===== src/rtl/nibble_serial_adder16_pkg.sv =====
// nibble_serial_adder16_pkg: shared state encodings and default operand/slice widths
package nibble_serial_adder16_pkg;
  localparam int WIDTH = 16;
  localparam int SLICE = 4;
  typedef enum logic [1:0] {ST_IDLE = 2'd0, ST_CALC = 2'd1, ST_DONE = 2'd2} state_t;
endpackage


===== src/rtl/nibble_serial_adder16_if.sv =====
// nibble_serial_adder16_if: start/done request bus between requester (master) and adder (slave)
// Ports: start, in_a, in_b, cin from master; busy, done, sum, cout from slave.
interface nibble_serial_adder16_if
  import nibble_serial_adder16_pkg::*;
#(
  parameter int W = WIDTH
);
  logic start, cin, busy, done, cout;
  logic [W-1:0] in_a, in_b, sum;
  modport master(output start, in_a, in_b, cin, input busy, done, sum, cout);
  modport slave(input start, in_a, in_b, cin, output busy, done, sum, cout);
endinterface


===== src/rtl/nibble_serial_adder16_rca_slice.sv =====
// nibble_serial_adder16_rca_slice: combinational S-bit ripple-carry adder built from full adders
// Ports: a, b (S bits), ci in; s (S bits), co out.
module nibble_serial_adder16_rca_slice #(
  parameter int S = 4
) (
  input  logic [S-1:0] a,
  input  logic [S-1:0] b,
  input  logic         ci,
  output logic [S-1:0] s,
  output logic         co
);
  logic [S:0] c;
  assign c[0] = ci;
  for (genvar i = 0; i < S; i++) begin : g_fa
    assign s[i]   = a[i] ^ b[i] ^ c[i];
    assign c[i+1] = (a[i] & b[i]) | (c[i] & (a[i] ^ b[i]));
  end
  assign co = c[S];
endmodule


===== src/rtl/nibble_serial_adder16.sv =====
// nibble_serial_adder16: slice-serial W-bit adder reusing one S-bit ripple slice over W/S cycles
// Ports: clk; rst (async, active-low); bus (slave): start/in_a/in_b/cin in, busy/done/sum/cout out.
module nibble_serial_adder16
  import nibble_serial_adder16_pkg::*;
#(
  parameter int W = WIDTH,
  parameter int S = SLICE
) (
  input logic clk,
  input logic rst,
  nibble_serial_adder16_if.slave bus
);
  localparam int N = W / S;
  localparam int CW = (N > 1) ? $clog2(N) : 1;
  localparam logic [CW-1:0] LAST = CW'(N - 1);
  state_t state, state_n;
  logic [CW-1:0] cnt;
  logic [W-1:0] a_q, b_q, acc, acc_n, sum_q;
  logic [S-1:0] s;
  logic carry_q, cout_q, co, accept, last;
  // start is only honoured outside CALC, so in-flight operands are never overwritten
  assign accept = bus.start && state != ST_CALC;
  assign last = state == ST_CALC && cnt == LAST;
  nibble_serial_adder16_rca_slice #(.S(S)) u_slice (
    .a (a_q[cnt*S +: S]),
    .b (b_q[cnt*S +: S]),
    .ci(carry_q),
    .s (s),
    .co(co)
  );
  always_comb begin
    acc_n = acc;
    acc_n[cnt*S +: S] = s;
  end
  always_comb begin
    state_n = state;
    if (accept) state_n = ST_CALC;
    else if (last) state_n = ST_DONE;
    else if (state == ST_DONE) state_n = ST_IDLE;
  end
  always_ff @(posedge clk or negedge rst) begin
    if (!rst) state <= ST_IDLE;
    else state <= state_n;
  end
  // Slices accumulate privately; sum/cout only change on the edge entering DONE
  always_ff @(posedge clk or negedge rst) begin
    if (!rst) begin
      a_q     <= '0;
      b_q     <= '0;
      acc     <= '0;
      carry_q <= 1'b0;
      cnt     <= '0;
      sum_q   <= '0;
      cout_q  <= 1'b0;
    end else if (accept) begin
      a_q     <= bus.in_a;
      b_q     <= bus.in_b;
      carry_q <= bus.cin;
      cnt     <= '0;
    end else if (state == ST_CALC) begin
      acc     <= acc_n;
      carry_q <= co;
      cnt     <= last ? cnt : cnt + 1'b1;
      if (last) begin
        sum_q  <= acc_n;
        cout_q <= co;
      end
    end
  end
  assign bus.busy = state == ST_CALC;
  assign bus.done = state == ST_DONE;
  assign bus.sum  = sum_q;
  assign bus.cout = cout_q;
endmodule


===== src/flat_wrapper.sv =====
// flat-port wrapper written by rule: the top's interface ports become plain ports
module nibble_serial_adder16_flat import nibble_serial_adder16_pkg::*;
#(
  parameter int W = WIDTH,
  parameter int S = SLICE
)
  (clk, rst, bus_start, bus_in_a, bus_in_b, bus_cin, bus_busy, bus_done, bus_sum, bus_cout);
  nibble_serial_adder16_if #(.W(W)) bus_i ();
  input logic clk;
  input logic rst;
  input wire logic [$bits(bus_i.start)-1:0] bus_start;
  input wire logic [$bits(bus_i.in_a)-1:0] bus_in_a;
  input wire logic [$bits(bus_i.in_b)-1:0] bus_in_b;
  input wire logic [$bits(bus_i.cin)-1:0] bus_cin;
  output wire logic [$bits(bus_i.busy)-1:0] bus_busy;
  output wire logic [$bits(bus_i.done)-1:0] bus_done;
  output wire logic [$bits(bus_i.sum)-1:0] bus_sum;
  output wire logic [$bits(bus_i.cout)-1:0] bus_cout;
  assign bus_i.start = bus_start;
  assign bus_i.in_a = bus_in_a;
  assign bus_i.in_b = bus_in_b;
  assign bus_i.cin = bus_cin;
  assign bus_busy = bus_i.busy;
  assign bus_done = bus_i.done;
  assign bus_sum = bus_i.sum;
  assign bus_cout = bus_i.cout;
  nibble_serial_adder16 #(.W(W), .S(S)) u_core (.clk(clk), .rst(rst), .bus(bus_i));
endmodule

===== config.mk =====
export PLATFORM = sky130hd
export DESIGN_NAME = nibble_serial_adder16_flat
export DESIGN_NICKNAME = d
export VERILOG_FILES = /design/src/rtl/nibble_serial_adder16_pkg.sv /design/src/rtl/nibble_serial_adder16_if.sv /design/src/rtl/nibble_serial_adder16_rca_slice.sv /design/src/rtl/nibble_serial_adder16.sv /design/src/flat_wrapper.sv
export SDC_FILE = /design/constraint.sdc
export NUM_CORES = 1
export LEC_CHECK = 0
export CAP_MARGIN = 20
export CORE_MARGIN = 3
export CORE_UTILIZATION = 32
export DETAILED_ROUTE_END_ITERATION = 7
export GPL_TIMING_DRIVEN = 0
export SLEW_MARGIN = 20
export SYNTH_ARGS = -nofsm -noshare
export SYNTH_HDL_FRONTEND = slang
export SYNTH_SLANG_ARGS = --single-unit

===== constraint.sdc =====
create_clock -name clk -period 5.8 [get_ports clk]
set_input_delay 1.16 -clock clk [delete_from_list [all_inputs] [get_ports clk]]
set_output_delay 1.16 -clock clk [all_outputs]
set_load 0.02 [all_outputs]

==> impl_metrics.json <==
{
  "post-cts-setup-buffers": 0,
  "post_route_cells_drive_above_1_share_pct": 24.1,
  "static-leakage-power_nw": 1.71,
  "holdBufCountCts": 0,
  "rsz_0062_raised_after_global_routing": "no",
  "ant_cells": 0,
  "total_overflow_reported_by_the_global_router": 0,
  "slew_violations": 0,
  "detail_route.wl_per_cell_um": 15.0,
  "antenna_violating_nets_post_route": 0,
  "syn-cell-area_um2": 3070,
  "final_core_utilization_pct": 42.9,
  "clk_root_buffer_cell": "sky130_fd_sc_hd__clkbuf_8",
  "synthCells": 232,
  "finalHoldViolCount": 0,
  "synth_cell_type_count": 38,
  "clock.fmax_mhz": 286,
  "dieHeight_um": 104,
  "synthToLayoutAreaGrowth_pct": 29.7,
  "firstDrtPassIters": 4,
  "net_count_of_the_finished_layout": 343,
  "htreeDepth": 3,
  "clock_insertion_delay_worst_skew_ns": 0.34,
  "placementRows": 35,
  "vias_per_cell": 4.70,
  "status": "complete, no violations",
  "hpwl_um": 4720,
  "detailed_place.area_um2": 3790,
  "slew_worst_pin_ns": 0.601,
  "cts_clock_pin_slew_for_the_worst_setup_and_hold_paths_ns": 0.07,
  "fin_crit_ns": 3.50,
  "core_area_um2": 9280,
  "synth-edff-count": 0,
  "drt-total-wl_um": 6490,
  "layout_worst_path_cycle_share_pct": 60.3,
  "crit_path_max_fanout": 10,
  "slew_headroom_pct": 59.9,
  "asyncSetResetFlopFracSynth_pct": 100,
  "register_bit_count_reported_by_yosys": 66,
  "initial_utilization_pct": 33.1,
  "mostFrequentLayoutCells": "66 x sky130_fd_sc_hd__dfrtp_1, 53 x sky130_fd_sc_hd__clkdlybuf4s50_1, 33 x sky130_fd_sc_hd__mux2_2, 22 x sky130_fd_sc_hd__nor2_1, 16 x sky130_fd_sc_hd__inv_1",
  "die_ar_um2": 10800,
  "wire_length_of_the_first_global_routing_pass_um": 11100,
  "grtUsageTotal_pct": 13.0,
  "worst-endpoint-required_ns": 6.02,
  "die_w_um": 104,
  "hp-class": "reg -> reg",
  "num_io_pins": 55,
  "setup.worst_path.end_class": "flop",
  "post_synth_main_area_contributors": "sky130_fd_sc_hd__dfrtp_1 54%, sky130_fd_sc_hd__mux2_2 12%, sky130_fd_sc_hd__mux4_2 5.9%, sky130_fd_sc_hd__nor2_1 2.7%, sky130_fd_sc_hd__fa_1 2.6%",
  "critical_path_startpoint_category": "flop",
  "post_cts.resized_instances": 0,
  "syn_nets": 277,
  "cellPowerDensity_nw_per_um2": 639,
  "grt_antenna_before_repair": 0,
  "skew_ns": 0.00878,
  "post-route-drc-count": 0,
  "grt_pass1_vias": 2149,
  "worst_ir_drop_vdd_mv": 0.248,
  "cts_tree": "done",
  "ctsLongestPathBuffers": 2,
  "post-synth-top-area-cell": "sky130_fd_sc_hd__dfrtp_1",
  "layout_commonest_cell": "sky130_fd_sc_hd__dfrtp_1",
  "synth_flop_cell": "sky130_fd_sc_hd__dfrtp_1",
  "synth_top_cell_area_share_pct": 53.7,
  "crit_arrival_ns": 3.72,
  "dr_total_vias": 2030,
  "tritoncts.num_buffers": 9,
  "clock_net_sink_count": 66,
  "max_cap_viol_count": 0,
  "syn_avg_cell_area_um2": 13.2,
  "worstSetupPathType": "reg -> reg",
  "setup_total_neg_slack_ns": 0,
  "port_buffers": 54,
  "largest_net_degree_at_the_start_of_global_routing": 42,
  "yosys_warnings": 0,
  "gp_congestion": 0.765,
  "initialDrtViolationCount": 73,
  "setup_violators_final": 0,
  "design_area_um2": 3990,
  "synth_seq_area_share_pct": 53.7
}
[flip-flops by register name, indices dropped and copies added (netlist names)]
name and count:
u_core.a_q 16, u_core.acc 12, u_core.b_q 16, u_core.bus.cout 1
u_core.bus.sum 16, u_core.carry_q 1, u_core.cnt 2, u_core.state 2
[logic make-up after synthesis]
family                     synth area share (%)
AOI/OAI and AO/OA                          8.96
adders and majority gates                  4.64
muxes                                      18.3
and+or+nand+nor                            9.53
DFF                                        53.7
buffers and inverters                      4.85
[cell usage after synthesis, types with 5 or more instances]
cell                        count
sky130_fd_sc_hd__o2bb2ai_1      6
sky130_fd_sc_hd__nor2_1        22
sky130_fd_sc_hd__inv_1         16
sky130_fd_sc_hd__a221oi_1       8
sky130_fd_sc_hd__dfrtp_1       66
sky130_fd_sc_hd__a22o_1         5
sky130_fd_sc_hd__nand2b_1       5
sky130_fd_sc_hd__mux2_2        33
sky130_fd_sc_hd__mux4_2         8
sky130_fd_sc_hd__ha_1           5
sky130_fd_sc_hd__nand2_1       14
[area by class of cell]
class | instances | area [um^2]
tap | 129 | 161
multi-input combinational | 138 | 1270
clock inverter | 7 | 70.1
sequential | 66 | 1650
timing repair buffer | 55 | 558
inverter | 16 | 60.1
fill | 927 | 5300
buffer | 12 | 88.8
clock buffer | 9 | 124
[routing by layer]
| layer | share of wire [%] | up-vias | wire length (um) | track usage [%] |
|---|---|---|---|---|
| met4 | 0.22 | 0 | 14 | 2.85 |
| met1 | 44 | 1010 | 2880 | 16.5 |
| met2 | 50 | 55 | 3220 | 21.1 |
| li1 | - | 963 | - | - |
| met5 | 0 | - | 0 | 0 |
| met3 | 5.8 | 2 | 377 | 4.78 |
[where the power goes]
part | internal (mW) | total (mW) | switching (mW)
Sequential | 0.682 | 0.807 | 0.125
Clock | 0.197 | 0.378 | 0.181
Combinational | 0.629 | 1.36 | 0.732
[worst max-delay path: stages (launching register included)]
cell                       delay (ns)
sky130_fd_sc_hd__dfrtp_1         0.38
sky130_fd_sc_hd__clkbuf_1        0.49
sky130_fd_sc_hd__mux4_2          0.31
sky130_fd_sc_hd__inv_1           0.06
sky130_fd_sc_hd__fa_1            0.37
sky130_fd_sc_hd__inv_1           0.07
sky130_fd_sc_hd__fa_1            0.15
sky130_fd_sc_hd__inv_1           0.05
sky130_fd_sc_hd__fa_1            0.36
sky130_fd_sc_hd__inv_1           0.08
sky130_fd_sc_hd__fa_1            0.40
sky130_fd_sc_hd__buf_1           0.20
sky130_fd_sc_hd__a221oi_1        0.36
sky130_fd_sc_hd__nor2_1          0.09
[final timing paths]
check                                                   start                            end  slack (ns)  cells past startpoint
worst max-delay path                u_core.cnt[1]$_DFFE_PN0P_  u_core.bus.sum[3]$_DFFE_PN0P_        2.30                     13
worst min-delay path            u_core.bus.sum[4]$_DFFE_PN0P_  u_core.bus.sum[4]$_DFFE_PN0P_        0.49                      1
worst max register to register      u_core.cnt[1]$_DFFE_PN0P_  u_core.bus.sum[3]$_DFFE_PN0P_        2.30                     13
worst min register to register  u_core.bus.sum[4]$_DFFE_PN0P_  u_core.bus.sum[4]$_DFFE_PN0P_        0.49                      1
max in group asynchronous                                 rst     u_core.b_q[11]$_DFFE_PN0P_        4.55                      2
min in group asynchronous                                 rst  u_core.bus.sum[1]$_DFFE_PN0P_        0.72                      1
[per-stage QoR]
stage	setup WS [ns]	hold WS, ns	std cells	power (mW)
floorplan	2.73	0.456	232	1.75
global placement	1.32	0.474	415	2.18
detailed placement	2.25	0.474	416	2.20
CTS	2.23	0.496	432	2.59
global route	1.99	0.506	432	2.77
finish	2.30	0.494	432	2.55
Note: power is estimated with default switching activity, not from simulation.
